--- config.mk ---
export PLATFORM = sky130hd
export DESIGN_NAME = if_fetch_unit_flat
export DESIGN_NICKNAME = d
export VERILOG_FILES = /design/src/rtl/if_fetch_unit_pkg.sv /design/src/rtl/if_fetch_unit_if.sv /design/src/rtl/if_fetch_unit_next_pc.sv /design/src/rtl/if_fetch_unit.sv /design/src/flat_wrapper.sv
export SDC_FILE = /design/constraint.sdc
export NUM_CORES = 1
export LEC_CHECK = 0
export ABC_CLOCK_PERIOD_IN_PS = 8200
export CORE_AREA = 2 2 119 121
export CTS_BUF_LIST = sky130_fd_sc_hd__clkbuf_2 sky130_fd_sc_hd__clkbuf_4 sky130_fd_sc_hd__clkbuf_8
export CTS_CLUSTER_SIZE = 16
export DETAILED_ROUTE_END_ITERATION = 7
export DIE_AREA = 0 0 121 123
export PLACE_DENSITY = 0.87
export SYNTH_ARGS = -nofsm -noshare
export SYNTH_HDL_FRONTEND = slang
export SYNTH_HIERARCHICAL = 1
export SYNTH_SLANG_ARGS = --single-unit
--- constraint.sdc ---
create_clock -name clk -period 8.2 [get_ports clk]
set_clock_uncertainty 0.15 [all_clocks]
set_input_delay 1.23 -clock clk [delete_from_list [all_inputs] [get_ports clk]]
set_output_delay 1.23 -clock clk [all_outputs]
set_load 0.02 [all_outputs]
--- src/rtl/if_fetch_unit_pkg.sv ---
// Shared types and constants for the instruction-fetch stage.
package if_pkg;

    typedef enum logic [1:0] {
        FETCH = 2'd0,
        HOLD  = 2'd1,
        DRAIN = 2'd2
    } state_e;

    typedef enum logic [1:0] {
        PC_HOLD     = 2'd0,
        PC_INC      = 2'd1,
        PC_BRANCH   = 2'd2,
        PC_REDIRECT = 2'd3
    } pc_sel_e;

    localparam logic [31:0] NOP_INSTR        = 32'h0000_0000;
    localparam logic [31:0] DEFAULT_RESET_PC = 32'h0000_0000;

endpackage

--- src/rtl/if_fetch_unit_if.sv ---
// Request/acknowledge bus between the fetch unit and instruction memory.
interface if_fetch_unit_if;

    logic        imem_req;
    logic [31:0] imem_addr;
    logic        imem_ack;
    logic [31:0] imem_rdata;

    modport master (output imem_req, imem_addr, input imem_ack, imem_rdata);
    modport slave  (input imem_req, imem_addr, output imem_ack, imem_rdata);

endinterface

--- src/rtl/if_fetch_unit_next_pc.sv ---
// Next-PC selector: sequential, branch target, deferred redirect, or hold.
module if_next_pc
    import if_pkg::*;
(
    input  logic [31:0] pc,
    input  logic [31:0] branch_target,
    input  logic [31:0] redirect_pc,
    input  pc_sel_e     sel,
    output logic [31:0] next_pc
);

    always_comb begin
        case (sel)
            PC_INC:      next_pc = pc + 32'd4;
            PC_BRANCH:   next_pc = branch_target;
            PC_REDIRECT: next_pc = redirect_pc;
            default:     next_pc = pc;
        endcase
    end

endmodule

--- src/rtl/if_fetch_unit.sv ---
// Instruction-fetch stage: owns the PC, talks req/ack to instruction memory.
// Optional perf counters are built only when IF_PERF_COUNTERS_EN is defined.
module if_fetch_unit
    import if_pkg::*;
#(
    parameter logic [31:0] RESET_PC = DEFAULT_RESET_PC
) (
    input  logic                   clk,
    input  logic                   rst,
    input  logic                   id_shouldStall,
    input  logic                   id_branchTaken,
    input  logic [31:0]            id_branchTarget,
    if_fetch_unit_if.master        imem,
    output logic [31:0]            if_pc,
    output logic [31:0]            if_pc_4,
    output logic [31:0]            if_instruction,
    output logic [31:0]            if_fetchCount,
    output logic [31:0]            if_waitCycles
);

    state_e      state, state_next;
    pc_sel_e     pc_sel;
    logic [31:0] pc, next_pc, hold_buf, redirect_pc, instr;
    logic        redirect, load_hold, load_redirect;

    // A redirect is only honoured when ID is not stalling.
    assign redirect = id_branchTaken && !id_shouldStall;

    // NOTE: every signal gets a default before the case so no latch is inferred.
    always_comb begin
        state_next    = state;
        pc_sel        = PC_HOLD;
        instr         = NOP_INSTR;
        load_hold     = 1'b0;
        load_redirect = 1'b0;
        case (state)
            FETCH: begin
                if (imem.imem_ack) begin
                    if (id_shouldStall) begin
                        load_hold  = 1'b1;
                        state_next = HOLD;
                    end else if (redirect) begin
                        pc_sel = PC_BRANCH;
                    end else begin
                        instr  = imem.imem_rdata;
                        pc_sel = PC_INC;
                    end
                end else if (redirect) begin
                    load_redirect = 1'b1;
                    state_next    = DRAIN;
                end
            end
            HOLD: begin
                if (!id_shouldStall) begin
                    state_next = FETCH;
                    if (redirect) begin
                        pc_sel = PC_BRANCH;
                    end else begin
                        instr  = hold_buf;
                        pc_sel = PC_INC;
                    end
                end
            end
            DRAIN: begin
                load_redirect = redirect;
                if (imem.imem_ack) begin
                    state_next = FETCH;
                    pc_sel     = redirect ? PC_BRANCH : PC_REDIRECT;
                end
            end
            default: state_next = FETCH;
        endcase
    end

    if_next_pc u_next_pc (
        .pc            (pc),
        .branch_target (id_branchTarget),
        .redirect_pc   (redirect_pc),
        .sel           (pc_sel),
        .next_pc       (next_pc)
    );

    // NOTE: sequential state uses non-blocking assignments so all registers update together.
    always_ff @(posedge clk) begin
        if (rst) begin
            state       <= FETCH;
            pc          <= RESET_PC;
            hold_buf    <= NOP_INSTR;
            redirect_pc <= 32'h0;
        end else begin
            state <= state_next;
            pc    <= next_pc;
            if (load_hold)     hold_buf    <= imem.imem_rdata;
            if (load_redirect) redirect_pc <= id_branchTarget;
        end
    end

    // Address is the held PC, so it cannot move while a request is outstanding.
    assign imem.imem_req  = !rst && (state != HOLD);
    assign imem.imem_addr = pc;
    assign if_pc          = pc;
    assign if_pc_4        = rst ? RESET_PC + 32'd4 : pc + 32'd4;
    assign if_instruction = rst ? NOP_INSTR : instr;

`ifdef IF_PERF_COUNTERS_EN
    logic fetch_pulse, wait_pulse;

    assign fetch_pulse = (pc_sel == PC_INC);
    assign wait_pulse  = imem.imem_req && !imem.imem_ack;

    always_ff @(posedge clk) begin
        if (rst) begin
            if_fetchCount <= 32'h0;
            if_waitCycles <= 32'h0;
        end else begin
            if (fetch_pulse && if_fetchCount != 32'hFFFF_FFFF) if_fetchCount <= if_fetchCount + 32'd1;
            if (wait_pulse  && if_waitCycles != 32'hFFFF_FFFF) if_waitCycles <= if_waitCycles + 32'd1;
        end
    end
`else
    assign if_fetchCount = 32'h0;
    assign if_waitCycles = 32'h0;
`endif

endmodule

--- src/flat_wrapper.sv ---
// flat-port wrapper written by rule: the top's interface ports become plain ports
module if_fetch_unit_flat import if_pkg::*;
#(
    parameter logic [31:0] RESET_PC = DEFAULT_RESET_PC
)
  (clk, rst, id_shouldStall, id_branchTaken, id_branchTarget, if_pc, if_pc_4, if_instruction, if_fetchCount, if_waitCycles, imem_imem_req, imem_imem_addr, imem_imem_ack, imem_imem_rdata);
  if_fetch_unit_if imem_i ();
  input  logic clk;
  input  logic rst;
  input  logic id_shouldStall;
  input  logic id_branchTaken;
  input  logic [31:0] id_branchTarget;
  output logic [31:0] if_pc;
  output logic [31:0] if_pc_4;
  output logic [31:0] if_instruction;
  output logic [31:0] if_fetchCount;
  output logic [31:0] if_waitCycles;
  output wire logic [$bits(imem_i.imem_req)-1:0] imem_imem_req;
  output wire logic [$bits(imem_i.imem_addr)-1:0] imem_imem_addr;
  input wire logic [$bits(imem_i.imem_ack)-1:0] imem_imem_ack;
  input wire logic [$bits(imem_i.imem_rdata)-1:0] imem_imem_rdata;
  assign imem_imem_req = imem_i.imem_req;
  assign imem_imem_addr = imem_i.imem_addr;
  assign imem_i.imem_ack = imem_imem_ack;
  assign imem_i.imem_rdata = imem_imem_rdata;
  if_fetch_unit #(.RESET_PC(RESET_PC)) u_core (.clk(clk), .rst(rst), .id_shouldStall(id_shouldStall), .id_branchTaken(id_branchTaken), .id_branchTarget(id_branchTarget), .imem(imem_i), .if_pc(if_pc), .if_pc_4(if_pc_4), .if_instruction(if_instruction), .if_fetchCount(if_fetchCount), .if_waitCycles(if_waitCycles));
endmodule
==> results.md, run 1 <==
Run status:
- The flow ran to the end, and the final reports show no timing, DRC or antenna violations.

STA:
- The setup TNS after final layout is 0 ps.
- Derived from the worst setup path, the maximum achievable clock frequency is 207 MHz.
- The number of hold-slack violations in the final timing report is 0.
- Setup repair after global routing left no endpoint under its margin.
- The worst max-slew margin expressed relative to the limit is about 29%.
- The final number of max-transition violations came to 0.
- The worst path setup slack after routing is around 3400 ps.
- Subtracting the final worst setup slack from the clock period gives between 4000 and 5000 ps.
- Dividing the final minimum period by the clock period gives between 50% and 60%.
- For the pin with the worst max-slew slack, the measured transition is roughly 1100 ps.
- The number of setup violations in the final report is 0.
- The minimum hold slack is roughly 310 ps.

Clock network:
- The CTS tree is yes.
- The number of clock buffers added by TritonCTS is 9.
- The clock latency reported for the late side of the worst-skew pair is roughly 360 ps.
- The total setup buffers inserted after CTS is 0.
- The root cell of the clock tree is clkbuf_8.
- Counting along the longest clock path gives a buffer depth of 2.
- The clock-pin slew on the worst setup and hold paths is around 90 ps.
- The number of gates resized after CTS was 0.
- The H-tree depth is 3.
- The hold buffer count at CTS is 0.
- For this design, the sink count on the clock tree is 98.

Synth:
- In the synthesized netlist the dominant register cell turns out to be dfxtp_1.
- The share of the yosys chip area belonging to registers is between 20 and 30%.
- Yosys instantiated no cell more often than nand2_1.
- Averaged over all synthesized cells, the footprint is around 7.2 um2.
- Counting every instance in the synthesized netlist gives between 900 and 1,000.
- The mapped netlist covers 0.00656 mm2.
- The number of library cell types mapped by synthesis is 58.
- In this run, synthesis produced a sequential element count of around 100.
- In this run, synthesis inferred 0 flip-flops with an integrated enable.
- For this run, asynchronously set or reset flops after synthesis account for 0%.
- By area the synthesized netlist is led by dfxtp_1, buf_4, nand2_1.
- For this run, the number of Yosys warnings is 6.
- The dominant cell type by area after synthesis is dfxtp_1.
- The proportion of netlist area held by the largest area contributor is ~30%.
- The commonest cells after synthesis are nand2_1, a21oi_1, dfxtp_1, buf_4, nor2_1.

Placement:
- The placed instances occupy a cell area of between 0.008 and 0.009 mm2.
- Summed over all nets, the half-perimeter wirelength after detailed placement is 12,400 um.
- The number of instances in the placed design is ~1,200.
- The count of input and output buffers is roughly 200.
- The congestion estimate from routability-driven global placement came to about 0.86.
- The pre-CTS setup slack is roughly 3400 ps.

Route:
- The pre-antenna-repair detailed-routing pass consisted of 5 iterations.
- The number of routed nets with antenna violations is 0.
- In the routed design, unresolved DRC markers number 0.
- The routed layout has 6,791 vias.
- The number of vias per cell after detailed routing is approximately 5.6.
- After the first detailed-routing iteration, the DRC count stood at approximately 420.
- The routed length per instance is 15.1 um.
- The total routed wirelength is between 15,000 and 20,000 um.

Setup path:
- The worst setup path is captured at an output pin.
- The critical-path maximum fanout is 32.
- For the worst setup path, the data arrival time is around 3400 ps.
- STA classifies the critical path startpoint as a primary input.
- By startpoint and endpoint, the worst setup path is classified as in -> out.
- The required arrival time at the worst endpoint is 6820 ps.

Finish:
- Cells with a size suffix above 1 make up roughly 5.5% of the layout.
- Cells fill between 60% and 70% of the core in the end.
- The number of cells in the finished layout apart from fillers is between 1,000 and 1,500.
- The count of inserted antenna diode cells is 0.
- The number of nets in the layout is between 1,000 and 1,500.
- The finished layout cell area is ~0.0083 mm2.
- The area growth from synthesis to layout is 27.1%.

Global route:
- Entering global routing, the biggest net connects 79 pins.
- The first global-routing pass estimated 29,000 um of wire.
- The met1 track demand over resource in global routing is a little under a third.
- The initial antenna violation count is 0.
- The all-layer global routing usage is approximately a quarter.
- In this run the most used layer during global routing was met2.
- The leftover overflow at the end of global routing is 0.
- The met2 track demand over resource in global routing is between 30 and 40%.
- Global routing used 6.18% of the available met3 tracks.
- The number of global-route vias before repair is about 5,800.

Floorplanning:
- The floorplan step defined a die boundary enclosing 0.0149 mm2.
- Pin placement for this block handled approximately 260 I/O pins.
- The die is 123 um tall.
- The number of placement rows is 43.
- The die is ~120 um wide.
- The core region is about 0.014 mm2.
- The effective utilization at floorplan is roughly half.

Power:
- Overall power consumption after layout is estimated at around 1.2 mW.
- The power per cell area is 141 mW/mm2.
- VDD sags by at most 90.7 uV.
- The reported leakage power is 2.78 nW.

Min path:
- The type of the most critical hold path is reg -> reg.

Job:
- The number of max-capacitance violations reported is 0.
## flip-flops by register name, summed over array words and instances, names as in the netlist
| register | flops |
|---|---|
| u_core/if_pc | 32 |
| u_core/hold_buf | 32 |
| u_core/redirect_pc | 32 |
| u_core/state | 2 |
## power breakdown
group / internal (mW) / total (mW) / switching [mW] / leakage (nW)
combinational: 0.125 / 0.286 / 0.161 / 1.87
sequential: 0.499 / 0.538 / 0.0390 / 0.799
clock: 0.175 / 0.349 / 0.175 / 0.114
total: 0.799 / 1.17 / 0.375 / 2.78
## cells in the final DEF (no fill, tap or decap), types with 13 or more instances in the layout
cell type / instances
clkdlybuf4s50_1: 196
nand2_1: 165
a21oi_1: 114
dfxtp_1: 98
nor2_1: 65
conb_1: 64
nor2b_1: 38
a22oi_1: 32
nand3_1: 26
o21ai_0: 24
mux2i_1: 14
or4_1: 13
## per-layer routing
layer	part of all wire (%)	up-vias
li1	-	3288
met1	40	3093
met2	47	384
met3	11	26
met4	2.1	0
met5	0	-
## path summary, 6_finish.rpt
path / startpoint / endpoint / slack [ps] / depth (start not counted)
setup reg to reg: u_core/state[0] / u_core/if_pc[15] / 4830 / 7
hold / removal: u_core/redirect_pc[23] / u_core/redirect_pc[23] / 310 / 2
setup / recovery: imem_imem_ack / if_instruction[31] / 3380 / 7
hold reg to reg: u_core/redirect_pc[23] / u_core/redirect_pc[23] / 310 / 2
## logic make-up (layout without fill, tap and decap cells)
kind of cell               Yosys count  in the layout  share of synthesized area [%]
and+or+nand+nor                    382            382                           28.4
AOI/OAI and AO/OA                  224            224                           20.3
buffers and inverters              172            232                           15.4
DFF                                 98             98                           29.9
muxes                               22             22                           3.68
xor gates and xnor gates            14             14                           1.87
adders and majority gates            2              2                          0.381
other                                1             64                         0.0571
## worst max-delay path: stages
cell and delay, ps:
clkdlybuf4s50_1 500, nand2b_1 140, nor4_2 240, buf_4 390
a22oi_1 160, nor2_1 140, clkdlybuf4s50_1 620
## cell type report
cell class / instances / area [um2]
inverter: 11 / 41.3
multi-input combinational: 708 / 3860
tap: 180 / 225
sequential: 98 / 1960
timing repair buffer: 205 / 2030
clock buffer: 9 / 124
fill: 1230 / 5270
clock inverter: 7 / 100
Note: power is estimated with default switching activity, not from simulation.
==> run 2: changes to the inputs <==
--- a/config.mk
+++ b/config.mk
@@ -5,13 +5,13 @@
 export SDC_FILE = /design/constraint.sdc
 export NUM_CORES = 1
 export LEC_CHECK = 0
-export ABC_CLOCK_PERIOD_IN_PS = 8200
-export CORE_AREA = 2 2 119 121
+export ABC_CLOCK_PERIOD_IN_PS = 4150
+export CORE_AREA = 2 2 130 132
 export CTS_BUF_LIST = sky130_fd_sc_hd__clkbuf_2 sky130_fd_sc_hd__clkbuf_4 sky130_fd_sc_hd__clkbuf_8
 export CTS_CLUSTER_SIZE = 16
 export DETAILED_ROUTE_END_ITERATION = 7
-export DIE_AREA = 0 0 121 123
-export PLACE_DENSITY = 0.87
+export DIE_AREA = 0 0 132 134
+export PLACE_DENSITY = 0.77
 export SYNTH_ARGS = -nofsm -noshare
 export SYNTH_HDL_FRONTEND = slang
 export SYNTH_HIERARCHICAL = 1
==> constraint.sdc (replaced) <==
create_clock -name clk -period 4.15 [get_ports clk]
set_clock_uncertainty 0.15 [all_clocks]
set_input_delay 0.6225 -clock clk [delete_from_list [all_inputs] [get_ports clk]]
set_output_delay 0.6225 -clock clk [all_outputs]
set_load 0.02 [all_outputs]
==> run 2 against run 1 <==
Flip-flop and latch count unchanged. Worst hold slack improved by 2.2 ps. Clock-buffer cell count increased by 1. Non-clock buffer count increased by 12. Power increased by 95%. Final area increased by 1.7%. Critical path type is now reg -> out.
==> results.md, run 2 (same netlist as run 1, synthesis figures left out) <==
STA:
- After layout, the worst path uses 95.4% of the clock period.
- The number of hold-slack violations in the final timing report is 0 (unchanged).
- The worst path setup slack after routing is 189 ps (was 3380 ps).
- The final number of max-transition violations is 0 (unchanged).
- Unrepaired setup endpoints after global routing: no (unchanged).
- The number of setup violations in the final report is 0 (unchanged).
- Derived from the worst setup path, the maximum achievable clock frequency is ~250 MHz.
- For the finished layout, the period the worst path requires is 3960 ps.
- The setup TNS after final layout came to 0 ps (unchanged).
- The pin slew with the least headroom to its limit was 1070 ps (was 1060 ps).
- The worst max-slew margin expressed relative to the limit is 28.3% (was 28.7%).

Clock network:
- The root cell of the clock tree is clkbuf_8 (unchanged).
- The CTS tree is yes (unchanged).
- The total setup buffers inserted after CTS is 0 (unchanged).
- The number of buffers created by CTS is 9 (unchanged).
- The H-tree depth is 3 (unchanged).
- The number of clock sinks is 98 (unchanged).
- The maximum clock insertion buffer count came to 2 (unchanged).
- The clock-pin slew on the worst setup and hold paths is 100 ps (was 90 ps).
- The clock latency reported for the late side of the worst-skew pair is 380 ps (was 360 ps).

Finish:
- The area of all sequential standard cells is 0.00196 mm2 (about the same).
- The share of post-route cells with drive strength above 1 is 6.76% (was 5.49%).
- The number of cells in the finished layout apart from fillers is 1,270 (was 1,218).
- The number of nets in the layout is 1,116 (was 1,104).
- The count of inserted antenna diode cells is 0 (unchanged).
- The most common cell after layout, fill and taps aside is clkdlybuf4s50_1 (unchanged).
- Commonest cells after routing, fill and taps aside: clkdlybuf4s50_1, nand2_1, a21oi_1, dfxtp_1, nor2_1 (unchanged).
- The post-synthesis to final-layout area growth came to 29.3% (was 27.1%).
- The fill cell instance count of the final layout is 1,601 (was 1,230).
- The area of the multi-input gates is 0.00386 mm2 (about the same).

Global route:
- The maximum number of pins on one net before global-route repair is 91 (was 79).
- The initial antenna violation count is 1 (was 0).
- The first-pass GRT wire length is 29,800 um (was 29,000 um).
- The leftover overflow at the end of global routing was 0 (unchanged).
- The all-layer global routing usage is 20.3% (was 23.7%).
- The number of global-route vias before repair is 5,837 (was 5,796).

Power:
- The power per cell area came to 269 mW/mm2 (was 141 mW/mm2).
- The reported leakage power came to 2.84 nW (was 2.78 nW).
- The maximum vdd ir drop is 136 uV (was 90.7 uV).

Placement:
- The count of input and output buffers is 197 (unchanged).
- The final HPWL from detailed placement is 12,800 um (was 12,400 um).
- The routability congestion estimate is 0.853 (was 0.863).
- The pre-CTS setup slack was 620 ps (was 3410 ps).
- The number of instances in the placed design is 1,254 (was 1,202).

Run status:
- Outcome: finished, final reports clean (unchanged).

Floorplanning:
- The die outline height was 134 um (was 123 um).
- The placeable core area is 0.0163 mm2 (was 0.0136 mm2).
- The number of placement rows is 47 (was 43).
- The overall die area came to 0.0177 mm2 (was 0.0149 mm2).
- The I/O pin total is 262 (unchanged).
- The effective utilization at floorplan is 40.3% (was 48.2%).
- The die boundary width is 132 um (was 121 um).

Setup path:
- The startpoint of the worst-slack reg-to-reg timing path is u_core/state[0] (unchanged).
- The worst-case reg-to-reg path depth came to 8 (was 7).
- The sort of element at the start of the critical path is a flop (was primary input).
- The required arrival time at the worst endpoint was 3380 ps (was 6820 ps).
- The register-to-register path setup slack is 1340 ps (was 4830 ps).
- The endpoint of the worst-slack reg-to-reg timing path is u_core/if_pc[15] (unchanged).
- The category of the most critical setup path is reg -> out (was in -> out).
- The critical path data arrival time is 3190 ps (was 3440 ps).
- The timing endpoint of the critical path is if_pc_4[30] (was if_instruction[31]).
- The sort of element at the end of the critical path is an output pin (unchanged).
- The launch point of the worst path was u_core/if_pc[6] (was imem_imem_ack).
- The critical-path maximum fanout is 12 (was 32).

Route:
- The routed length per instance came to 14.9 um (was 15.1 um).
- The number of DRC markers in iteration 0 came to 650 (was 416).
- The detailed-router iteration count before antenna repair is 6 (was 5).
- The total routed wirelength is 18,900 um (was 18,400 um).
- The post-detailed-route DRC marker count is 0 (unchanged).
- The overall via count from detail_route was 6,753 (was 6,791).
- The number of vias per cell after detailed routing is 5.32 (was 5.58).
- The number of routed nets with antenna violations came to 0 (unchanged).

Min path:
- The type of the most critical hold path is reg -> reg (unchanged).

Job:
- The number of max-capacitance violations reported is 0 (unchanged).
[run 2: cell count changes in the layout (fill, tap and decap cells not counted), sizes merged]
cell	delta
bufinv	-1
clkinv	-1
buf	+12
clkinvlp	+1
clkbuf	+1
[run 2: report_power, final]
part / leakage (nW) / total [mW] / internal [mW] / switching (mW)
Combinational: 1.94 / 0.600 / 0.260 / 0.340
Sequential: 0.799 / 1.04 / 0.986 / 0.0581
Clock: 0.100 / 0.642 / 0.288 / 0.354
Total: 2.84 / 2.29 / 1.53 / 0.753
[run 2: how the worst min path moves through the flow]
stage,slack [ps],startpoint,cells past startpoint,endpoint
after floorplan,280,u_core/redirect_pc[15],2,u_core/redirect_pc[15]
after global placement,290,u_core/redirect_pc[23],2,u_core/redirect_pc[23]
after detailed placement,290,u_core/redirect_pc[23],2,u_core/redirect_pc[23]
after CTS,310,u_core/redirect_pc[21],2,u_core/redirect_pc[21]
after global routing,320,u_core/redirect_pc[12],2,u_core/redirect_pc[12]
final,310,u_core/redirect_pc[14],2,u_core/redirect_pc[14]
[run 2: area by class of cell]
class	count	share of cell area [%]
multi-input cells	708	45.5
inverters	11	0.487
clock inverters	6	0.767
clock buffers	10	1.55
flip-flops and latches	98	23.1
well taps	220	3.24
repair buffers	217	25.3
[run 2: repair_timing]
item / in CTS / in global routing
resized for setup: 0 / 2
setup endpoints to repair: 0 / 3
hold buffers: 0 / 0
[run 2: metal layers]
layer / track usage [%] / up-vias / routed length [um]
met5: 0 / - / 11
met4: 5.86 / 2 / 197
met2: 32.8 / 308 / 8830
li1: - / 3302 / -
met1: 27.1 / 3121 / 8210
met3: 4.69 / 20 / 1650
[run 2: critical path, stage by stage (launching register included)]
cell and delay, ps:
dfxtp_1 570, nand4_1 330, or4_4 570, or4_1 520, a21oi_1 170, clkdlybuf4s50_1 640
[run 2: per-stage QoR]
step | util (%) | area, um2 | hold WS, ps | total power [mW]
after global routing | 52.1 | 8490 | 324 | 2.39
after global placement | 50.8 | 8280 | 287 | 1.65
final | 52.1 | 8490 | 308 | 2.29
after detailed placement | 50.8 | 8280 | 295 | 1.66
after floorplan | - | 6800 | 281 | 1.47
after CTS | 52.1 | 8480 | 308 | 2.30
==> run 3: changes to the inputs <==
--- a/config.mk
+++ b/config.mk
@@ -5,13 +5,13 @@
 export SDC_FILE = /design/constraint.sdc
 export NUM_CORES = 1
 export LEC_CHECK = 0
-export ABC_CLOCK_PERIOD_IN_PS = 4150
-export CORE_AREA = 2 2 130 132
+export ABC_CLOCK_PERIOD_IN_PS = 4800
+export CORE_AREA = 5 5 122 124
 export CTS_BUF_LIST = sky130_fd_sc_hd__clkbuf_2 sky130_fd_sc_hd__clkbuf_4 sky130_fd_sc_hd__clkbuf_8
 export CTS_CLUSTER_SIZE = 16
 export DETAILED_ROUTE_END_ITERATION = 7
-export DIE_AREA = 0 0 132 134
-export PLACE_DENSITY = 0.77
+export DIE_AREA = 0 0 127 129
+export PLACE_DENSITY = 0.87
 export SYNTH_ARGS = -nofsm -noshare
 export SYNTH_HDL_FRONTEND = slang
 export SYNTH_HIERARCHICAL = 1
==> constraint.sdc (replaced) <==
create_clock -name clk -period 4.8 [get_ports clk]
set_clock_uncertainty 0.15 [all_clocks]
set_input_delay 0.72 -clock clk [delete_from_list [all_inputs] [get_ports clk]]
set_output_delay 0.72 -clock clk [all_outputs]
set_load 0.02 [all_outputs]
==> run 3 against run 2 <==
Global-route usage is 1.5 points higher. Non-clock buffer count is 11 lower. Clock-buffer cell count is 2 higher. Combinational power is 18% lower. Core utilization is 8.8 points higher. Final area is 1.9% lower. Final cell count is 4.0% lower. Critical endpoint is now if_pc_4[28].
==> results.md, run 3 (same netlist as run 1, synthesis figures left out) <==
Min path:
- The worst hold path cell count was 2 (unchanged).
- The type of the most critical hold path was reg -> reg (unchanged).
- The hold-critical path endpoint is u_core/redirect_pc[23] (was u_core/redirect_pc[14]).
- The startpoint of the most critical hold path is u_core/redirect_pc[23] (was u_core/redirect_pc[14]).

STA:
- The pin slew with the least headroom to its limit is 970 ps (was 1070 ps).
- The setup TNS after final layout came to 0 ps (unchanged).
- The worst path setup slack after routing is 559 ps (was 189 ps).
- The final number of max-transition violations came to 0 (unchanged).
- For the finished layout, the period the worst path requires is roughly 4200 ps.
- The worst max-slew margin expressed relative to the limit is 34.7% (was 28.3%).
- The number of hold-slack violations in the final timing report is 0 (unchanged).
- In the finished design, the share of the clock period the worst path needs comes to approximately 88%.
- Unrepaired setup endpoints after global routing: no (unchanged).
- The fmax is about 240 MHz.
- The number of setup violations in the final report is 0 (unchanged).

Clock network:
- The maximum clock insertion buffer count is 2 (unchanged).
- The CTS tree is yes (unchanged).
- The number of clock sinks is 98 (unchanged).
- The clock latency reported for the late side of the worst-skew pair is 380 ps (about the same).
- The number of gates resized after cts is 0 (unchanged).
- The H-tree depth is 3 (unchanged).
- The total setup buffers inserted after CTS is 0 (unchanged).
- The root cell of the clock tree is clkbuf_8 (unchanged).
- The hold buffer count at CTS is 0 (unchanged).
- The number of buffers created by CTS is 9 (unchanged).
- The clock-pin slew on the worst setup and hold paths is 100 ps (about the same).

Finish:
- The share of post-route cells with drive strength above 1 is 5.58% (was 6.76%).
- Commonest cells after routing, fill and taps aside: clkdlybuf4s50_1, nand2_1, a21oi_1, dfxtp_1, nor2_1 (unchanged).
- The most common cell after layout, fill and taps aside is clkdlybuf4s50_1 (unchanged).
- The finished layout cell area is 0.00832 mm2 (was 0.00849 mm2).
- The number of cells in the finished layout apart from fillers is 1,219 (was 1,270).
- The post-synthesis to final-layout area growth is 26.8% (was 29.3%).
- The number of nets in the layout came to 1,105 (was 1,116).
- The area of all sequential standard cells is 0.00196 mm2 (about the same).
- The area of the multi-input gates came to 0.00386 mm2 (about the same).
- The count of inserted antenna diode cells is 0 (unchanged).
- The fill cell instance count of the final layout is 1,263 (was 1,601).

Setup path:
- The worst-case reg-to-reg path depth is 7 (was 8).
- The number of cells on the critical path is 6 (was 5).
- The category of the most critical setup path was reg -> out (unchanged).
- The cell at the slowest stage of the critical path is clkdlybuf4s50_1 (unchanged).
- The critical path buffer and inverter count came to 1 (unchanged).
- The required arrival time at the worst endpoint came to 3930 ps (was 3380 ps).
- The endpoint of the worst-slack reg-to-reg timing path is u_core/if_pc[25] (was u_core/if_pc[15]).
- The largest stage delay on the critical path came to 630 ps (was 640 ps).
- The sort of element at the end of the critical path was an output pin (unchanged).
- The register-to-register path setup slack is 1820 ps (was 1340 ps).
- The startpoint of the worst-slack reg-to-reg timing path is u_core/state[0] (unchanged).
- The dominant delay contributor by cell family on the critical path is simple AND/OR/NAND/NOR gates (unchanged).
- The critical-path maximum fanout is 12 (unchanged).
- The critical path data arrival time came to 3370 ps (was 3190 ps).
- The sort of element at the start of the critical path is a flop (unchanged).
- Cell Chain, Critical Path: ha_1 > nand4_1 > or4_4 > or4_1 > a21oi_1 > clkdlybuf4s50_1 (was nand4_1 > or4_4 > or4_1 > a21oi_1 > clkdlybuf4s50_1).

Job:
- The number of max-capacitance violations reported is 0 (unchanged).

Placement:
- The routability congestion estimate came to 0.896 (was 0.853).
- The final HPWL from detailed placement was 13,300 um (was 12,800 um).
- The total cell area at the placement stage was 0.00813 mm2 (was 0.00828 mm2).
- The count of input and output buffers is 197 (unchanged).
- The pre-CTS setup slack is 977 ps (was 620 ps).
- The number of instances in the placed design was 1,203 (was 1,254).

Global route:
- The initial antenna violation count was 2 (was 1).
- The all-layer global routing usage is 21.8% (was 20.3%).
- The maximum number of pins on one net before global-route repair is 67 (was 91).
- The first-pass GRT wire length is 29,800 um (about the same).
- The number of global-route vias before repair came to 6,012 (was 5,837).
- The leftover overflow at the end of global routing is 0 (unchanged).

Route:
- The routed length per instance came to 15.7 um (was 14.9 um).
- The number of vias per cell after detailed routing was 5.60 (was 5.32).
- The detailed-router iteration count before antenna repair is 6 (unchanged).
- The number of routed nets with antenna violations was 0 (unchanged).
- The total routed wirelength was 19,200 um (was 18,900 um).
- The overall via count from detail_route is 6,821 (was 6,753).
- The post-detailed-route DRC marker count was 0 (unchanged).
- The number of DRC markers in iteration 0 is 579 (was 650).

Floorplanning:
- The placeable core area is 0.0137 mm2 (was 0.0163 mm2).
- The effective utilization at floorplan came to 48.0% (was 40.3%).
- The die boundary width was 127 um (was 132 um).
- The number of placement rows is 43 (was 47).
- The die outline height is 129 um (was 134 um).
- The overall die area came to 0.0164 mm2 (was 0.0177 mm2).
- The I/O pin total was 262 (unchanged).

Power:
- The reported leakage power is 2.77 nW (was 2.84 nW).
- The power per cell area is 235 mW/mm2 (was 269 mW/mm2).
- The maximum vdd ir drop was 141 uV (was 136 uV).
- The post-route total power is 1.96 mW (was 2.29 mW).

Run status:
- Outcome: finished, final reports clean (unchanged).
[run 3: cell count changes in the layout (fill, tap and decap cells not counted)]
cell	change
inv_6	-2
or3_4	-1
clkinv_4	+2
clkinv_2	-1
buf_4	-9
dfxtp_2	-1
dfxtp_1	+1
clkbuf_4	+2
buf_12	-2
clkinvlp_4	-1
or3_1	+1
[run 3: worst max-delay path by stage]
stage                          from     endpoint  slack (ps)
floorplan           u_core/if_pc[2]  if_pc_4[30]        1380
global placement    u_core/if_pc[2]  if_pc_4[30]        1050
detailed placement  u_core/if_pc[2]  if_pc_4[28]         980
CTS                 u_core/if_pc[2]  if_pc_4[28]         540
global route        u_core/if_pc[4]  if_pc_4[31]         390
finish              u_core/if_pc[2]  if_pc_4[28]         560
[run 3: per-layer routing]
metal / up-vias / wire length [um] / global-route usage (%)
met5: - / 34 / 0
met4: 4 / 309 / 8.64
met3: 33 / 2190 / 6.56
met2: 382 / 9230 / 36.4
met1: 3117 / 7410 / 26.5
li1: 3285 / - / -
[run 3: layout make-up]
class | instances | area share (%)
tap | 180 | 2.71
timing repair buffer | 206 | 24.5
clock buffer | 12 | 1.76
clock inverter | 4 | 0.631
multi-input combinational | 708 | 46.4
inverter | 11 | 0.496
sequential | 98 | 23.6
[run 3: power breakdown]
group	internal, mW	switching, mW	total (mW)
clock network	0.260	0.290	0.550
logic	0.214	0.280	0.494
registers	0.852	0.0640	0.916
[run 3: worst reg2reg max path, delay by kind of cell, from the launching register on]
kind / cells / cell delay, ps
buffers and inverters: 1 / 570
AO/OA/AOI/OAI: 3 / 840
flip-flops: 1 / 600
AND/OR/NAND/NOR: 3 / 700
[run 3: metrics by stage]
| step | hold slack, ps | util [%] |
|---|---|---|
| final | 308 | 60.9 |
| after global placement | 287 | 59.5 |
| after global routing | 320 | 60.9 |
| after floorplan | 281 | - |
| after CTS | 310 | 60.9 |
| after detailed placement | 297 | 59.5 |
